### src/rtl/hazard_ctrl_if.sv
// ---------------------------------------------------------------------------
// hazard_ctrl_if
// Bundles every signal exchanged between the pipeline datapath and the
// hazard controller.
//   slave  modport : hazard_ctrl (consumes pipeline status, drives controls)
//   master modport : datapath side (drives status, consumes controls)
// Status (master -> slave):
//   rs1D/rs2D          sources of the D instruction
//   rs1E/rs2E/rdE      sources / destination of the E instruction
//   rdM/rdW            destinations in M / W
//   reg_writeM/W       M / W instruction writes the register file
//   loadE, muldivE     E instruction is a load / multi-cycle mul-div
//   pc_srcE            taken branch or jump resolved in E
//   imem_ready         instruction memory data valid this cycle
//   dmem_reqM          M instruction accesses data memory
//   dmem_ready         data memory completes the M access this cycle
// Controls (slave -> master):
//   enF..enW           register enables (PC, D, E, M, W)
//   clrD..clrW         synchronous bubble insert, overrides enable
//   fwdAE/fwdBE        E operand select: 00 regfile, 01 W result, 10 M ALU
//   dbg_state_o        controller FSM state (0 RUN, 1 MDIV, 2 DWAIT)
//   dbg_cnt_o          mul/div down-counter
// ---------------------------------------------------------------------------
interface hazard_ctrl_if #(
  parameter int REGW       = 5,
  parameter int MULDIV_LAT = 4
);
  localparam int CW = $clog2(MULDIV_LAT);

  logic [REGW-1:0] rs1D, rs2D;
  logic [REGW-1:0] rs1E, rs2E, rdE;
  logic [REGW-1:0] rdM, rdW;
  logic            reg_writeM, reg_writeW;
  logic            loadE, muldivE, pc_srcE;
  logic            imem_ready, dmem_reqM, dmem_ready;

  logic            enF, enD, enE, enM, enW;
  logic            clrD, clrE, clrM, clrW;
  logic [1:0]      fwdAE, fwdBE;

  logic [1:0]      dbg_state_o;
  logic [CW-1:0]   dbg_cnt_o;

  modport master (
    output rs1D, rs2D, rs1E, rs2E, rdE, rdM, rdW,
    output reg_writeM, reg_writeW, loadE, muldivE, pc_srcE,
    output imem_ready, dmem_reqM, dmem_ready,
    input  enF, enD, enE, enM, enW, clrD, clrE, clrM, clrW,
    input  fwdAE, fwdBE, dbg_state_o, dbg_cnt_o
  );

  modport slave (
    input  rs1D, rs2D, rs1E, rs2E, rdE, rdM, rdW,
    input  reg_writeM, reg_writeW, loadE, muldivE, pc_srcE,
    input  imem_ready, dmem_reqM, dmem_ready,
    output enF, enD, enE, enM, enW, clrD, clrE, clrM, clrW,
    output fwdAE, fwdBE, dbg_state_o, dbg_cnt_o
  );
endinterface

### src/rtl/hazard_ctrl.sv
// ---------------------------------------------------------------------------
// hazard_ctrl
// Pipeline hazard controller for the 5-stage RISC-V core. Single source of
// every stall / flush decision plus the E-stage operand forwarding selects.
// Ports:
//   clk      core clock, all state updates on the rising edge
//   reset_n  asynchronous active-low reset
//   hz       hazard_ctrl_if.slave (status in, enables/clears/forwarding out)
// Parameters:
//   MULDIV_LAT  cycles a mul/div occupies E (must be >= 2)
//   REGW        register-address width
//
// Handshakes: a data-memory transfer completes on a cycle where
// dmem_reqM && dmem_ready; until then the M instruction is held (F..M frozen)
// and bubbles go to W. An instruction fetch is valid on a cycle where
// imem_ready is high; otherwise F holds and D receives a bubble. Neither
// ready signal is required to wait for anything from this block.
// ---------------------------------------------------------------------------
module hazard_ctrl #(
  parameter int MULDIV_LAT = 4,
  parameter int REGW       = 5
) (
  input  logic         clk,
  input  logic         reset_n,
  hazard_ctrl_if.slave hz
);

  localparam int              CW       = $clog2(MULDIV_LAT);
  localparam logic [CW-1:0]   CNT_INIT = CW'(MULDIV_LAT - 2);
  localparam logic [REGW-1:0] X0       = '0;

  localparam logic [1:0] RUN   = 2'd0;
  localparam logic [1:0] MDIV  = 2'd1;
  localparam logic [1:0] DWAIT = 2'd2;

  logic [1:0]    state_q, state_d;
  logic [CW-1:0] cnt_q, cnt_d;

  logic in_run, in_mdiv, in_dwait;
  logic dmem_stall, mdiv_start, mdiv_stall, branch, load_use;

  logic en_f, en_d, en_e, en_m, en_w;
  logic clr_d, clr_e, clr_m, clr_w;
  logic [1:0] fwd_a, fwd_b;

  assign in_run   = (state_q == RUN);
  assign in_mdiv  = (state_q == MDIV);
  assign in_dwait = (state_q == DWAIT);

  // dmem_reqM only matters in RUN: in MDIV the M stage holds bubbles, and in
  // DWAIT the pending access is already latched into the state.
  assign dmem_stall = (in_run && hz.dmem_reqM && !hz.dmem_ready) ||
                      (in_dwait && !hz.dmem_ready);

  // A mul/div can start from RUN or on the DWAIT release cycle (a mul/div
  // that was blocked by the memory wait begins counting only then).
  assign mdiv_start = (in_run || in_dwait) && hz.muldivE && !dmem_stall;
  assign mdiv_stall = mdiv_start || (in_mdiv && (cnt_q != '0));

  // A branch is only taken when E actually advances this cycle.
  assign branch   = hz.pc_srcE && !dmem_stall && !mdiv_stall;
  assign load_use = hz.loadE && (hz.rdE != X0) &&
                    ((hz.rdE == hz.rs1D) || (hz.rdE == hz.rs2D));

  // Stall / flush outputs, highest-priority hazard first. Reset forces the
  // defaults combinationally so the pipeline sees them as soon as reset_n drops.
  always_comb begin
    en_f  = 1'b1;
    en_d  = 1'b1;
    en_e  = 1'b1;
    en_m  = 1'b1;
    en_w  = 1'b1;
    clr_d = 1'b0;
    clr_e = 1'b0;
    clr_m = 1'b0;
    clr_w = 1'b0;
    if (!reset_n) begin
      en_f = 1'b1;
    end else if (dmem_stall) begin
      en_f  = 1'b0;
      en_d  = 1'b0;
      en_e  = 1'b0;
      en_m  = 1'b0;
      clr_w = 1'b1;
    end else if (mdiv_stall) begin
      en_f  = 1'b0;
      en_d  = 1'b0;
      en_e  = 1'b0;
      clr_m = 1'b1;
    end else if (branch) begin
      // PC keeps loading so the target is fetched; this also overrides a
      // simultaneous load-use or fetch wait.
      clr_d = 1'b1;
      clr_e = 1'b1;
    end else if (load_use) begin
      en_f  = 1'b0;
      en_d  = 1'b0;
      clr_e = 1'b1;
    end else if (!hz.imem_ready) begin
      en_f  = 1'b0;
      clr_d = 1'b1;
    end
  end

  // Forwarding: the younger producer in M wins over W; x0 is never forwarded.
  function automatic logic [1:0] fwd_sel(input logic [REGW-1:0] rs,
                                         input logic            wr_m,
                                         input logic [REGW-1:0] rd_m,
                                         input logic            wr_w,
                                         input logic [REGW-1:0] rd_w);
    logic [1:0] sel;
    sel = 2'b00;
    if (wr_m && (rd_m != X0) && (rd_m == rs)) begin
      sel = 2'b10;
    end else if (wr_w && (rd_w != X0) && (rd_w == rs)) begin
      sel = 2'b01;
    end
    return sel;
  endfunction

  assign fwd_a = reset_n ? fwd_sel(hz.rs1E, hz.reg_writeM, hz.rdM, hz.reg_writeW, hz.rdW) : 2'b00;
  assign fwd_b = reset_n ? fwd_sel(hz.rs2E, hz.reg_writeM, hz.rdM, hz.reg_writeW, hz.rdW) : 2'b00;

  // Next state. cnt counts the remaining mul/div stall cycles after the
  // first one, so MDIV with cnt == 0 is the release cycle.
  always_comb begin
    state_d = state_q;
    cnt_d   = cnt_q;
    case (state_q)
      RUN: begin
        if (dmem_stall) begin
          state_d = DWAIT;
        end else if (mdiv_start) begin
          state_d = MDIV;
          cnt_d   = CNT_INIT;
        end
      end
      MDIV: begin
        if (cnt_q != '0) begin
          cnt_d = cnt_q - CW'(1);
        end else begin
          state_d = RUN;
        end
      end
      DWAIT: begin
        if (!dmem_stall) begin
          if (mdiv_start) begin
            state_d = MDIV;
            cnt_d   = CNT_INIT;
          end else begin
            state_d = RUN;
          end
        end
      end
      default: begin
        state_d = RUN;
        cnt_d   = '0;
      end
    endcase
  end

  always_ff @(posedge clk or negedge reset_n) begin
    if (!reset_n) begin
      state_q <= RUN;
      cnt_q   <= '0;
    end else begin
      state_q <= state_d;
      cnt_q   <= cnt_d;
    end
  end

  assign hz.enF        = en_f;
  assign hz.enD        = en_d;
  assign hz.enE        = en_e;
  assign hz.enM        = en_m;
  assign hz.enW        = en_w;
  assign hz.clrD       = clr_d;
  assign hz.clrE       = clr_e;
  assign hz.clrM       = clr_m;
  assign hz.clrW       = clr_w;
  assign hz.fwdAE      = fwd_a;
  assign hz.fwdBE      = fwd_b;
  assign hz.dbg_state_o = state_q;
  assign hz.dbg_cnt_o   = cnt_q;

endmodule

### src/flat_wrapper.sv
// flat-port wrapper written by rule: the top's interface ports become plain ports
module hazard_ctrl_flat 
#(
  parameter int MULDIV_LAT = 4,
  parameter int REGW       = 5
)
  (clk, reset_n, hz_rs1D, hz_rs2D, hz_rs1E, hz_rs2E, hz_rdE, hz_rdM, hz_rdW, hz_reg_writeM, hz_reg_writeW, hz_loadE, hz_muldivE, hz_pc_srcE, hz_imem_ready, hz_dmem_reqM, hz_dmem_ready, hz_enF, hz_enD, hz_enE, hz_enM, hz_enW, hz_clrD, hz_clrE, hz_clrM, hz_clrW, hz_fwdAE, hz_fwdBE, hz_dbg_state_o, hz_dbg_cnt_o);
  hazard_ctrl_if #(.REGW(REGW), .MULDIV_LAT(MULDIV_LAT)) hz_i ();
  input  logic clk;
  input  logic reset_n;
  input wire logic [$bits(hz_i.rs1D)-1:0] hz_rs1D;
  input wire logic [$bits(hz_i.rs2D)-1:0] hz_rs2D;
  input wire logic [$bits(hz_i.rs1E)-1:0] hz_rs1E;
  input wire logic [$bits(hz_i.rs2E)-1:0] hz_rs2E;
  input wire logic [$bits(hz_i.rdE)-1:0] hz_rdE;
  input wire logic [$bits(hz_i.rdM)-1:0] hz_rdM;
  input wire logic [$bits(hz_i.rdW)-1:0] hz_rdW;
  input wire logic [$bits(hz_i.reg_writeM)-1:0] hz_reg_writeM;
  input wire logic [$bits(hz_i.reg_writeW)-1:0] hz_reg_writeW;
  input wire logic [$bits(hz_i.loadE)-1:0] hz_loadE;
  input wire logic [$bits(hz_i.muldivE)-1:0] hz_muldivE;
  input wire logic [$bits(hz_i.pc_srcE)-1:0] hz_pc_srcE;
  input wire logic [$bits(hz_i.imem_ready)-1:0] hz_imem_ready;
  input wire logic [$bits(hz_i.dmem_reqM)-1:0] hz_dmem_reqM;
  input wire logic [$bits(hz_i.dmem_ready)-1:0] hz_dmem_ready;
  output wire logic [$bits(hz_i.enF)-1:0] hz_enF;
  output wire logic [$bits(hz_i.enD)-1:0] hz_enD;
  output wire logic [$bits(hz_i.enE)-1:0] hz_enE;
  output wire logic [$bits(hz_i.enM)-1:0] hz_enM;
  output wire logic [$bits(hz_i.enW)-1:0] hz_enW;
  output wire logic [$bits(hz_i.clrD)-1:0] hz_clrD;
  output wire logic [$bits(hz_i.clrE)-1:0] hz_clrE;
  output wire logic [$bits(hz_i.clrM)-1:0] hz_clrM;
  output wire logic [$bits(hz_i.clrW)-1:0] hz_clrW;
  output wire logic [$bits(hz_i.fwdAE)-1:0] hz_fwdAE;
  output wire logic [$bits(hz_i.fwdBE)-1:0] hz_fwdBE;
  output wire logic [$bits(hz_i.dbg_state_o)-1:0] hz_dbg_state_o;
  output wire logic [$bits(hz_i.dbg_cnt_o)-1:0] hz_dbg_cnt_o;
  assign hz_i.rs1D = hz_rs1D;
  assign hz_i.rs2D = hz_rs2D;
  assign hz_i.rs1E = hz_rs1E;
  assign hz_i.rs2E = hz_rs2E;
  assign hz_i.rdE = hz_rdE;
  assign hz_i.rdM = hz_rdM;
  assign hz_i.rdW = hz_rdW;
  assign hz_i.reg_writeM = hz_reg_writeM;
  assign hz_i.reg_writeW = hz_reg_writeW;
  assign hz_i.loadE = hz_loadE;
  assign hz_i.muldivE = hz_muldivE;
  assign hz_i.pc_srcE = hz_pc_srcE;
  assign hz_i.imem_ready = hz_imem_ready;
  assign hz_i.dmem_reqM = hz_dmem_reqM;
  assign hz_i.dmem_ready = hz_dmem_ready;
  assign hz_enF = hz_i.enF;
  assign hz_enD = hz_i.enD;
  assign hz_enE = hz_i.enE;
  assign hz_enM = hz_i.enM;
  assign hz_enW = hz_i.enW;
  assign hz_clrD = hz_i.clrD;
  assign hz_clrE = hz_i.clrE;
  assign hz_clrM = hz_i.clrM;
  assign hz_clrW = hz_i.clrW;
  assign hz_fwdAE = hz_i.fwdAE;
  assign hz_fwdBE = hz_i.fwdBE;
  assign hz_dbg_state_o = hz_i.dbg_state_o;
  assign hz_dbg_cnt_o = hz_i.dbg_cnt_o;
  hazard_ctrl #(.MULDIV_LAT(MULDIV_LAT), .REGW(REGW)) u_core (.clk(clk), .reset_n(reset_n), .hz(hz_i));
endmodule
### config.mk
export PLATFORM = sky130hd
export DESIGN_NAME = hazard_ctrl_flat
export DESIGN_NICKNAME = d
export VERILOG_FILES = /design/src/rtl/hazard_ctrl_if.sv /design/src/rtl/hazard_ctrl.sv /design/src/flat_wrapper.sv
export SDC_FILE = /design/constraint.sdc
export NUM_CORES = 1
export LEC_CHECK = 0
export ABC_AREA = 1
export ABC_CLOCK_PERIOD_IN_PS = 1400
export BUFFER_PORTS_ARGS = -buffer_cell sky130_fd_sc_hd__buf_4
export CAP_MARGIN = 20
export CORE_MARGIN = 2
export CORE_UTILIZATION = 36
export DETAILED_ROUTE_END_ITERATION = 16
export PLACE_DENSITY = 0.75
export SETUP_SLACK_MARGIN = 0.2
export SLEW_MARGIN = 15
export SYNTH_ARGS = -nofsm -noshare
export SYNTH_HDL_FRONTEND = slang
export SYNTH_SLANG_ARGS = --single-unit
### constraint.sdc
create_clock -name clk -period 1.4 [get_ports clk]
set_clock_uncertainty 0.05 [all_clocks]
set_input_delay 0.28 -clock clk [delete_from_list [all_inputs] [get_ports clk]]
set_output_delay 0.28 -clock clk [all_outputs]
set_load 0.02 [all_outputs]
==> qor.csv <==
metric,value,unit
cts_sinks,4,
critPathMaxStageDelay,0.40,ns
htree_levels,1,
crit_chain,inv_2 -> ha_4 -> inv_2 -> nand2_4 -> nand3_4 -> inv_4 -> nand2_2 -> nand3_2 -> nand2_1 -> nand2_2 -> buf_6,
coreArea,2210,µm²
nets,284,
dpl.hpwl,2380,µm
min_from,hz_muldivE,
grt_pass1_vias,1247,
clockRootBuffer,clkbuf_4,
power_leakage,0.980,nW
setup_viol,12,
rsz0062_at_grt,true,
r2r_cells,6,
criticalPathCategory,flip-flop to primary output,
critPathRequiredTime,1.07,ns
vias_per_cell,4.89,
p_per_area,1020,nW/µm²
cp-end-kind,primary output,
rows,17,
layout-drive-gt1-share,0.549,
power.switching,0.000856,W
ys_warn_count,0,
netlist_area,842,µm²
hp-class,primary input to flip-flop,
fillers,145,
postRouteWirelength,3470,µm
start_util,0.381,
drv_slew,0,
synth_edf_count,0,
gp_congestion,0.800,
reg2reg_slack,0.03,ns
regArea,104,µm²
finalCritPeriodShare,1.33,
ys_async_sr_fraction,1.00,
ys_seq_area_frac,0.119,
yosys_most_used_dff,dfrtp_1,
netlist.area_leader.share,0.187,
worstPathArrival,1.53,ns
timing.hold.ws,0.467,ns
drc,0,
synth_nets,200,
p_int,0.00102,W
wl_per_cell,13.1,µm
diodes,0,
clk_pin_slew_worst_paths,0.04,ns
multiInputGateArea,810,µm²
area_growth,117,%
combPwrFrac,0.797,
seqPwrFrac,0.115,
status,"finished, violations left",
finalHoldViolations,0,
cts_inserted_buffers,3,
setup_ws,-0.455,ns
drtIter0Drc,25,
antenna_found_initial,0,
worst_setup_path_start_kind,flip-flop,
grt_usage,0.247,
ir_worst_vdd,1050,µV
clock_path_buffers,2,
portBuffers,60,
hold_path_depth,4,
ys_top_cells_by_area,"nand2_1 19%, inv_1 14%, dfrtp_1 12%",
overflow,0,
power.share.clock,0.089,
power,0.00187,W
cts_tree,built,
die_x,52.4,µm
synthCells,154,
clock_latency,0.25,ns
p_sw_frac,0.458,
design.die.area,2740,µm²
avgSynthCellArea,5.47,µm²
reg2reg_from,u_core.hz.dbg_state_o[1],
grt_start_max_net_pins,7,
synth_cell_types,27,
synthMostInstantiatedCell,nand2_1,
layout_min_cycle_time,1.86,ns
hold_path_end,u_core.hz.dbg_state_o[0],
max-cap-violations,0,
first_pass_iters,4,
fmax,539,MHz
die_h,52.4,µm
ioPinCount,62,
synth_common_cells,"42 x nand2_1, 31 x inv_1, 19 x nor2_1",
ys_ff_latch,4,
critical_path_peak_fanout,4,
via_count,1297,
grt_pass1_wl,5090,µm
violations,setup timing,
synth_top_area_cell,nand2_1,
ant_nets,0,
r2r-end,u_core.hz.dbg_cnt_o[0],
cp_slowest_cell,dfrtp_2,
==> state kept, by name (all words and copies together), names as in the netlist <==
register               cells
u_core.hz.dbg_cnt_o        2
u_core.hz.dbg_state_o      2
==> metal layers <==
metal	up-vias	track usage	share of wire	wire [µm]
met4	0	0.103	0.025	88
li1	631	-	-	-
met5	-	0	0	0
met1	591	0.247	0.34	1190
met3	13	0.0171	0.059	206
met2	62	0.508	0.57	1980
==> area by class of cell <==
class                   count  share of cell area
well taps                  28              0.0192
flip-flops and latches      4              0.0568
clock buffers               4              0.0144
repair buffers             80               0.397
multi-input cells         117               0.443
inverters                  32              0.0699
==> metrics by stage <==
| stage | setup TNS (ns) | setup WS (ns) | instance area, µm² | cells | utilization |
|---|---|---|---|---|---|
| finish | -3.65 | -0.455 | 1830 | 265 | 0.826 |
| floorplan | -0.466 | -0.116 | 903 | 154 | - |
| global placement | -1.01 | -0.151 | 1480 | 254 | 0.669 |
| global route | -4.38 | -0.521 | 1830 | 265 | 0.826 |
| CTS | -3.22 | -0.449 | 1710 | 261 | 0.771 |
| detailed placement | -1.44 | -0.213 | 1480 | 254 | 0.669 |
==> repair_timing <==
item / 4_1_cts / 5_1_grt
hold buffers: 1 / 0
hold endpoints to repair: 4 / 0
endpoints found under the setup margin: 16 / 17
buffers inserted: 2 / 4
pin swaps: 22 / 6
resized for setup: 42 / 22
==> power by group through the flow <==
stage	clock (W)	combinational [W]	sequential, W
after floorplan	0	0.000549	0.000267
after global placement	0	0.00106	0.000207
after detailed placement	0	0.00110	0.000210
after CTS	0.000168	0.00126	0.000211
after global routing	0.000172	0.00160	0.000221
final	0.000166	0.00149	0.000215
==> logic make-up after synthesis <==
| kind of cell | count (synthesis) | synth area share |
|---|---|---|
| XOR/XNOR | 16 | 0.166 |
| flip-flops | 4 | 0.119 |
| other | 1 | 0.00445 |
| adder cells (fa/ha/maj) | 1 | 0.0149 |
| AND/OR/NAND/NOR | 82 | 0.425 |
| AO/OA/AOI/OAI | 17 | 0.119 |
| buffers and inverters | 33 | 0.152 |
==> critical path, delay by kind of cell (launching register included) <==
family,cells,cell delay (ns)
simple gates,6,0.41
buf+inv,4,0.32
fa+ha+maj,1,0.13
flops,1,0.40
==> placed cells by master, fill, tap and decap left out, types with 3 or more instances in the layout <==
cell / instances
nand2_2: 4
a21oi_1: 3
xor2_1: 8
inv_4: 3
buf_4: 51
nor2_4: 6
buf_6: 25
o21ai_0: 5
inv_2: 7
clkbuf_4: 3
xnor2_2: 5
nand3_1: 8
nor2_1: 11
dfrtp_2: 3
inv_1: 22
nand2_1: 37
==> how the worst max path moves through the flow <==
stage,start,depth (start not counted),end,slack (ns)
4_1_cts,u_core.hz.dbg_cnt_o[1],11,hz_clrD,-0.45
3_5_place_dp,u_core.hz.dbg_cnt_o[0],11,hz_enD,-0.21
3_3_place_gp,u_core.hz.dbg_cnt_o[1],11,hz_enD,-0.15
6_report,u_core.hz.dbg_cnt_o[1],11,hz_enD,-0.46
2_1_floorplan,u_core.hz.dbg_cnt_o[1],10,hz_enD,-0.12
5_1_grt,u_core.hz.dbg_cnt_o[1],11,hz_clrD,-0.52
No activity file was read; power rests on OpenSTA's default activity.
